File: config.mk
export PLATFORM = sky130hd
export DESIGN_NAME = pipeline_hazard_unit
export DESIGN_NICKNAME = d
export VERILOG_FILES = /design/src/rtl/pipeline_pkg.sv /design/src/rtl/pipeline_hazard_unit_match.sv /design/src/rtl/pipeline_hazard_unit.sv
export SDC_FILE = /design/constraint.sdc
export NUM_CORES = 1
export LEC_CHECK = 0
export CORE_ASPECT_RATIO = 1.1
export CORE_MARGIN = 5
export CORE_UTILIZATION = 44
export DETAILED_ROUTE_END_ITERATION = 16
export PLACE_DENSITY = 0.75
export SYNTH_ARGS = -nofsm -noshare
export SYNTH_HDL_FRONTEND = slang
export SYNTH_SLANG_ARGS = --single-unit
File: constraint.sdc
create_clock -name clk -period 1.9 [get_ports clk]
set_input_delay 0.38 -clock clk [delete_from_list [all_inputs] [get_ports clk]]
set_output_delay 0.38 -clock clk [all_outputs]
set_load 0.02 [all_outputs]
File: src/rtl/pipeline_pkg.sv
// pipeline_pkg
//   Shared types and constants for the in-order pipeline control logic.
//   slot_t is one hazard-scoreboard entry. Its fields are sized for the
//   largest supported configuration (8-bit register numbers, 15 post-ID
//   stages). Narrower users zero-extend into it.
//   RDY_ALU / RDY_LOAD are the result-ready slots the decoder presents
//   for ALU and load instructions. BR_SLOT_DEF is the stage (MEM) in which
//   branches and jumps resolve.
package pipeline_pkg;

  localparam int REG_W_MAX   = 8;
  localparam int SLOT_W_MAX  = 4;
  localparam int BR_SLOT_DEF = 2;
  localparam int RDY_ALU     = 1;
  localparam int RDY_LOAD    = 2;

  typedef struct packed {
    logic                  valid;
    logic [REG_W_MAX-1:0]  rd;
    logic [SLOT_W_MAX-1:0] rdy_slot;
  } slot_t;

endpackage

File: src/rtl/pipeline_hazard_unit_match.sv
// hazard_match
//   Combinational newest-match unit for one source operand. It finds the
//   youngest valid scoreboard slot (smallest k) that writes src_i. It then
//   decides whether to forward from that slot or to stall.
//   Optional feature macro: HAZARD_FWD_EN (full forwarding). When the macro
//   is undefined, any match stalls and sel_o stays 0.
// Ports
//   slots_i  scoreboard, slot 1 = EX ... slot DEPTH = WB
//   src_i    source register number (zero-extended)
//   used_i   the operand is actually read
//   stall_o  operand cannot be supplied this cycle
//   sel_o    0 = register file, k = forward from slot k
module hazard_match
  import pipeline_pkg::*;
#(
  parameter int DEPTH  = 3,
  parameter int SLOT_W = 2
) (
  input  slot_t [DEPTH:1]       slots_i,
  input  logic [REG_W_MAX-1:0]  src_i,
  input  logic                  used_i,
  output logic                  stall_o,
  output logic [SLOT_W-1:0]     sel_o
);

  logic hit;
`ifdef HAZARD_FWD_EN
  logic [SLOT_W_MAX-1:0] k_hit;
  logic [SLOT_W_MAX-1:0] rdy_hit;
`endif

  always_comb begin
    hit     = 1'b0;
    stall_o = 1'b0;
    sel_o   = '0;
`ifdef HAZARD_FWD_EN
    k_hit   = '0;
    rdy_hit = '0;
`endif
    // Scan oldest to youngest so the last hit recorded is the newest writer.
    for (int k = DEPTH; k >= 1; k--) begin
      if (slots_i[k].valid && (slots_i[k].rd == src_i)) begin
        hit = 1'b1;
`ifdef HAZARD_FWD_EN
        k_hit   = SLOT_W_MAX'(k);
        rdy_hit = slots_i[k].rdy_slot;
`endif
      end
    end
    if (used_i && (src_i != '0) && hit) begin
`ifdef HAZARD_FWD_EN
      if (k_hit >= rdy_hit) sel_o = SLOT_W'(k_hit);
      else                  stall_o = 1'b1;
`else
      // Pure interlock: the value only reaches the register file on retire.
      stall_o = 1'b1;
`endif
    end
  end

endmodule

File: src/rtl/pipeline_hazard_unit.sv
// pipeline_hazard_unit
//   Hazard, interlock and forwarding controller for the in-order pipeline.
//   A shift-register scoreboard tracks every in-flight register writer,
//   with one slot per stage past ID. The PC/IF-ID keep, the ID/EX bubble,
//   the redirect flush and the operand forward selects are combinational
//   from the ID inputs and the registered scoreboard.
//   Optional feature macro: HAZARD_FWD_EN (forwarding). When it is
//   undefined, the unit is a pure interlock.
// Ports
//   clk, reset           clock, synchronous active-high reset
//   id_*                 instruction currently in ID
//   redirect             branch/jump in BR_SLOT redirects the PC
//   freeze               whole-pipeline hold; overrides everything
//   keep_pc              hold PC and IF/ID
//   bubble_idex          load a bubble into ID/EX
//   flush_ifid           clear IF/ID
//   fwd_sel_rs/rt        0 = register file, k = forward from slot k
//   stall_cnt            saturating count of hazard-stall cycles
module pipeline_hazard_unit
  import pipeline_pkg::*;
#(
  parameter int  DEPTH   = 3,
  parameter int  REG_W   = 5,
  parameter int  BR_SLOT = BR_SLOT_DEF,
  parameter int  CNT_W   = 16,
  localparam int SLOT_W  = $clog2(DEPTH + 1)
) (
  input  logic              clk,
  input  logic              reset,
  input  logic              id_valid,
  input  logic [REG_W-1:0]  id_rs,
  input  logic [REG_W-1:0]  id_rt,
  input  logic              id_rs_used,
  input  logic              id_rt_used,
  input  logic              id_regwr,
  input  logic [REG_W-1:0]  id_rd,
  input  logic [SLOT_W-1:0] id_rdy_slot,
  input  logic              redirect,
  input  logic              freeze,
  output logic              keep_pc,
  output logic              bubble_idex,
  output logic              flush_ifid,
  output logic [SLOT_W-1:0] fwd_sel_rs,
  output logic [SLOT_W-1:0] fwd_sel_rt,
  output logic [CNT_W-1:0]  stall_cnt
);

  slot_t [DEPTH:1]  sb_q, sb_d;
  logic [CNT_W-1:0] cnt_q, cnt_d;
  logic             stall_rs, stall_rt, hazard;

  hazard_match #(.DEPTH(DEPTH), .SLOT_W(SLOT_W)) u_match_rs (
    .slots_i (sb_q),
    .src_i   (REG_W_MAX'(id_rs)),
    .used_i  (id_rs_used),
    .stall_o (stall_rs),
    .sel_o   (fwd_sel_rs)
  );

  hazard_match #(.DEPTH(DEPTH), .SLOT_W(SLOT_W)) u_match_rt (
    .slots_i (sb_q),
    .src_i   (REG_W_MAX'(id_rt)),
    .used_i  (id_rt_used),
    .stall_o (stall_rt),
    .sel_o   (fwd_sel_rt)
  );

  assign hazard    = id_valid & (stall_rs | stall_rt);
  assign stall_cnt = cnt_q;

  // Priority: freeze > redirect > hazard.
  always_comb begin
    keep_pc     = 1'b0;
    bubble_idex = 1'b0;
    flush_ifid  = 1'b0;
    if (freeze) begin
      keep_pc = 1'b1;
    end else if (redirect) begin
      flush_ifid  = 1'b1;
      bubble_idex = 1'b1;
    end else if (hazard) begin
      keep_pc     = 1'b1;
      bubble_idex = 1'b1;
    end
  end

  always_comb begin
    sb_d  = sb_q;
    cnt_d = cnt_q;
    if (!freeze) begin
      for (int k = DEPTH; k >= 2; k--) begin
        sb_d[k] = sb_q[k-1];
        // Slots before the branch hold younger, wrong-path instructions.
        if (redirect && ((k - 1) < BR_SLOT)) sb_d[k].valid = 1'b0;
      end
      sb_d[1].valid    = id_valid & id_regwr & (id_rd != '0) & ~hazard & ~redirect;
      sb_d[1].rd       = REG_W_MAX'(id_rd);
      sb_d[1].rdy_slot = SLOT_W_MAX'(id_rdy_slot);
      if (hazard && !redirect && (cnt_q != '1)) cnt_d = cnt_q + CNT_W'(1);
    end
  end

  always_ff @(posedge clk) begin
    if (reset) begin
      sb_q  <= '0;
      cnt_q <= '0;
    end else begin
      sb_q  <= sb_d;
      cnt_q <= cnt_d;
    end
  end

endmodule

==> qor.yml, run 1 <==
async_reset_ff_share_pct: 0
sequentialPowerShare_pct: 46.9
violations: "setup timing"
cts_buffer_depth: 2
synth_seq_cells: 34
yosysWarnings: 0
drt_iter0_markers: 95
period_share_pct: 127
p_int_mw: 1.16
routed_via_density: 5.32
relSlewSlack_pct: 59.7
tns_ps: -4410
p_sw_mw: 0.410
ir_drop_mv: 0.471
syn_area_per_cell_um2: 8.98
ant_nets: 0
dp.cells: 357
layoutNonFillerInstCount: 379
netlist.area_leader.share_pct: 34.6
fp.dieH_um: 80.1
yosysTopAreaCell: "dfxtp_1"
grt_use_total_pct: 21.9
tightest_slew_ps: 603
syn_area_um2: 1970
end_kind: "output port"
grt_max_degree: 23
post_dp_cell_area_um2: 2860
vias: 2017
synth_most_common_cell: "dfxtp_1"
syn_inst: 219
status: "finished, violations left"
cts_root_buf: "clkbuf_8"
die_w_um: 73.8
final.min_clock_period_ps: 2410
grt_overflow: 0
htree_levels: 2
synthToLayoutAreaGrowth_pct: 71.1
min_delay_path_depth: 2
antenna_found_initial: 0
finalSetupViolations: 19
skew_ps: 7.37
critPathArrivalTime_ps: 2030
path_max_fanout: 4
comb_power_share_pct: 17.6
firstDrtPassIters: 5
synth_edf_count: 0
grt_first_pass_wirelength_mm: 9.78
rsz0062_at_grt: "true"
p_sw_share_pct: 26.1
cts_tree: "built"
hold_end: "sb_q[33]"
die_area_um2: 5910
worst_hold_slack_ps: 536
cpPeakStageDelay_ps: 380
reg2reg_from: "sb_q[30]"
synth-main-ff-cell: "dfxtp_1"
fmax_ghz: 0.414
slowest_stage: "nor4_1"
rrSetupSlack_ps: -280
wirelength_mm: 6.34
synthTopCellsByArea: "dfxtp_1 35%, xor2_1 11%, mux2i_1 8.7%, xnor2_1 6.2%, nor2_1 6.1%"
row_count: 25
globalplace.congestion: 0.892
grt_pass1_vias: 2101
core-area_um2: 4320
power_density_nw_per_um2: 467
reg2reg_depth: 9
min_path_type: "flop to flop"
drc: 0
leakage_nw: 1.40
n_antenna_cell: 0
synth_commonest_cells: "34 x dfxtp_1, 32 x nor2_1, 25 x xor2_1, 17 x mux2i_1, 14 x xnor2_1"
path_class: "primary input to output port"
place_hpwl_mm: 4.19
synth_seq_area_share_pct: 34.6
required_ps: 1520
start_util_pct: 45.6
postCtsHoldBufs: 0
clkLatencyLatePin_ps: 290
finalInstanceArea_um2: 3360
pin_count: 48
slew_viol_final: 0
path_clk_slew_ps: 60
worst_slack_ps: -515
layout-drive-gt1-share_pct: 44.0
wl_per_cell_um: 16.7
port_buffers: 41
start_kind: "primary input"
synth.distinct_cells: 41
nets: 350
hp-start: "sb_q[33]"
numCtsBuffers: 5
fillCellCount: 300
clkPwrFrac_pct: 35.5
r2r-end: "stall_cnt[15]"
hold_viol: 0
cts_sinks: 34
maxCapViolations: 0
path_cells: "clkdlybuf4s15_2, xor2_1, nor4_1, and3_1, nor3_1, o22ai_2, nand2_2, a21oi_2, buf_4"
repair_timing:
item                                    CTS  global route
endpoints found under the setup margin   20            20
gates cloned                              0             1
setup buffers                            13             6
gates resized for setup                  83            29
pin swaps                                34            21
worst max-delay path by stage:
stage                     startpoint           end
after global placement      id_rs[3]   bubble_idex
final                       id_rt[0]   bubble_idex
after global routing        sb_q[30]   bubble_idex
after floorplan             id_rs[1]  stall_cnt[8]
after CTS                   sb_q[18]       keep_pc
after detailed placement    id_rs[3]   bubble_idex
worst max-delay path: cells and delay by family:
kind / cells / cell delay (ps)
compound gates: 2 / 280
xor+xnor: 1 / 180
buf+inv: 2 / 410
simple gates: 4 / 800
per-layer routing:
| layer | wire length (um) | vias up | part of all wire [%] | GRT usage, % |
|---|---|---|---|---|
| li1 | - | 972 | - | - |
| met1 | 2360 | 960 | 37 | 21.1 |
| met2 | 3420 | 68 | 54 | 41.4 |
| met3 | 364 | 17 | 5.7 | 4.88 |
| met4 | 194 | 0 | 3.1 | 12.3 |
| met5 | 0 | - | 0 | 0 |
power groups by stage:
stage               logic [mW]  registers, mW  clock network (mW)
floorplan                0.110          0.751                   0
global placement         0.225          0.752                   0
detailed placement       0.230          0.752                   0
CTS                      0.250          0.736               0.565
global route             0.292          0.737               0.608
finish                   0.276          0.736               0.557
layout by cell type, fill, tap and decap left out, drive strengths merged, types with 7 or more instances in the layout:
| cell type | n |
|---|---|
| clkdlybuf4s50 | 27 |
| nand2 | 7 |
| xnor2 | 14 |
| xor2 | 25 |
| mux2i | 17 |
| nor2 | 32 |
| buf | 73 |
| nand3 | 7 |
| nor4 | 7 |
| clkbuf | 10 |
| and3 | 7 |
| a21oi | 9 |
| dfxtp | 34 |
sequential cells by signal (all words and copies together) (netlist names):
name / count
stall_cnt: 16
sb_q: 18
kinds of logic after synthesis:
logic type      count (synthesis)  synth area share (%)
simple gates                   82                  21.9
flops                          34                  34.6
other cells                     1                 0.191
buf+inv                        17                  4.45
compound gates                 27                  11.5
fa+ha+maj                       1                 0.636
xor+xnor                       39                  17.4
mux                            18                  9.41
area by class of cell:
type / instances / area [um^2] / area share [%]
clock buffers: 7 / 86.3 / 2.57
clock inverters: 1 / 5.00 / 0.149
inverters: 4 / 15.0 / 0.446
multi-input cells: 171 / 1470 / 43.7
flip-flops and latches: 34 / 712 / 21.2
well taps: 54 / 67.6 / 2.01
repair buffers: 108 / 1010 / 29.9
per-stage QoR:
stage	utilization, %	setup slack [ps]	power, mW
after floorplan	-	-134	0.861
after global placement	66.3	-1290	0.977
after detailed placement	66.3	-1340	0.982
after CTS	74.8	-431	1.55
after global routing	77.9	-628	1.64
final	77.9	-515	1.57
No activity file was read; power rests on OpenSTA's default activity.
==> inputs of run 2 (changes only) <==
==> constraint.sdc (replaced) <==
create_clock -name clk -period 1.9 [get_ports clk]
set_input_delay 0.19 -clock clk [delete_from_list [all_inputs] [get_ports clk]]
set_output_delay 0.19 -clock clk [all_outputs]
set_load 0.02 [all_outputs]
==> qor.yml, run 2 (same netlist as run 1, synthesis figures left out) <==
final_core_util_pct: 74.3
critPathBufInv: 3
path_cells: "buf_4, xor2_2, nor4_1, and3_1, buf_6, o31ai_4, buf_6, and2_4, or4_4, a21oi_2"
layout_common_cells: "48 x buf_4, 32 x nor2_1, 29 x clkdlybuf4s50_1"
reg2reg_from: "sb_q[21]"
final_common_cell: "buf_4"
cts_root_buf: "clkbuf_8"
routed_via_density: 5.38
tightest_slew_ps: 601
htree_levels: 2
reg2reg_depth: 10
globalplace.congestion: 0.951
ir_drop_mv: 0.345
firstDrtPassIters: 6
nets: 342
violations: "setup timing"
cts_tree: "built"
n_antenna_cell: 0
cpPeakStageDelay_ps: 420
end_kind: "flop"
min_delay_path_depth: 3
required_ps: 2130
grt_overflow: 0
busiest_layer: "met2"
antenna_found_initial: 0
drc: 0
vias: 1986
rsz0062_at_grt: "true"
slowest_stage: "or4_4"
port_buffers: 41
largest-register: "sb_q"
relSlewSlack_pct: 59.9
drt_iter0_markers: 96
min_path_type: "primary input to flop"
critPathArrivalTime_ps: 2470
cts_sinks: 34
core-area_um2: 4320
r2r-end: "stall_cnt[14]"
hold_end: "sb_q[5]"
worst_slack_ps: -339
skew_ps: 7.10
path_class: "flop to flop"
power_density_nw_per_um2: 467
met2_usage_pct: 36.8
path_max_fanout: 5
crit_family: "simple AND/OR/NAND/NOR gates"
clkLatencyLatePin_ps: 290
die_w_um: 73.8
rrSetupSlack_ps: -340
place_hpwl_mm: 4.16
grt_first_pass_wirelength_mm: 9.25
hp-start: "id_rd[1]"
largest_reg_flops: 18
synthToLayoutAreaGrowth_pct: 63.1
wirelength_mm: 6.09
fmax_ghz: 0.447
leakage_nw: 1.32
numCtsBuffers: 5
crit_top_cell: "buf_6"
path_clk_slew_ps: 70
grt_use_met1_pct: 21.1
status: "finished, violations left"
grt_use_total_pct: 20.2
wl_per_cell_um: 16.5
grt_max_degree: 24
period_share_pct: 118
row_count: 25
final.min_clock_period_ps: 2240
finalSetupViolations: 18
layout-drive-gt1-share_pct: 40.6
p_total_mw: 1.50
pin_count: 48
met3_usage_pct: 4.13
start_util_pct: 45.6
worst_hold_slack_ps: 519
start_kind: "flop"
grt_pass1_vias: 2048
maxCapViolations: 0
slew_viol_final: 0
ant_nets: 0
fillCellCount: 320
hold_viol: 0
die_area_um2: 5910
fp.dieH_um: 80.1
cts_buffer_depth: 2
## run 2: area by class of cell
class	count	area (um^2)	area share, %
Multi-Input combinational cell	172	1450	45.0
Timing Repair Buffer	99	882	27.5
Sequential cell	34	716	22.3
Clock buffer	6	82.6	2.57
Tap cell	54	67.6	2.11
Inverter	4	15.0	0.468
## run 2: tightest hold or removal path, stage by stage
cell and delay [ps]:
clkdlybuf4s50_1 410, mux2i_1 120, nor2_1 50
## run 2: worst max-delay path by stage
| stage | from | slack, ps | cells past startpoint | end |
|---|---|---|---|---|
| final | sb_q[21] | -340 | 10 | stall_cnt[14] |
| after global routing | sb_q[21] | -450 | 8 | keep_pc |
| after CTS | sb_q[5] | -400 | 9 | keep_pc |
| after detailed placement | id_rs[3] | -890 | 9 | bubble_idex |
| after global placement | id_rs[3] | -880 | 9 | bubble_idex |
| after floorplan | sb_q[5] | -50 | 8 | stall_cnt[8] |
## run 2: stage by stage
stage,setup slack (ps),TNS (ps),cells,area [um^2]
6_report,-339,-4220,369,3210
5_1_grt,-448,-5940,369,3210
4_1_cts,-399,-4920,368,3060
3_5_place_dp,-889,-12130,355,2840
3_3_place_gp,-877,-11720,355,2840
2_1_floorplan,-46.3,-46.3,222,2040
## run 2: routing by layer
metal  share of wire [%]  vias up
met1                  38      943
met3                 4.3       22
li1                    -      958
met4                 3.3        0
met5                   0        -
met2                  54       63
## run 2: report_power, final
| group | internal, mW | total, mW | leakage [nW] | switching [mW] |
|---|---|---|---|---|
| sequential | 0.725 | 0.738 | 0.287 | 0.0135 |
| clock | 0.279 | 0.535 | 0.0431 | 0.255 |
| combinational | 0.117 | 0.226 | 0.992 | 0.110 |
## run 2: what timing repair did
item,CTS,global route
gates resized for setup,40,30
setup buffers,8,4
hold buffers,0,0
gates cloned,1,0
pin swaps,27,29
setup endpoints to repair,19,19
==> inputs of run 3 (changes only) <==
--- a/config.mk
+++ b/config.mk
@@ -8,6 +8,7 @@
 export CORE_ASPECT_RATIO = 1.1
 export CORE_MARGIN = 5
 export CORE_UTILIZATION = 44
+export CTS_CLUSTER_SIZE = 28
 export DETAILED_ROUTE_END_ITERATION = 16
 export PLACE_DENSITY = 0.75
 export SYNTH_ARGS = -nofsm -noshare
==> results of run 3 <==
The final DEF is identical to that of run 2; final timing and power are the same.
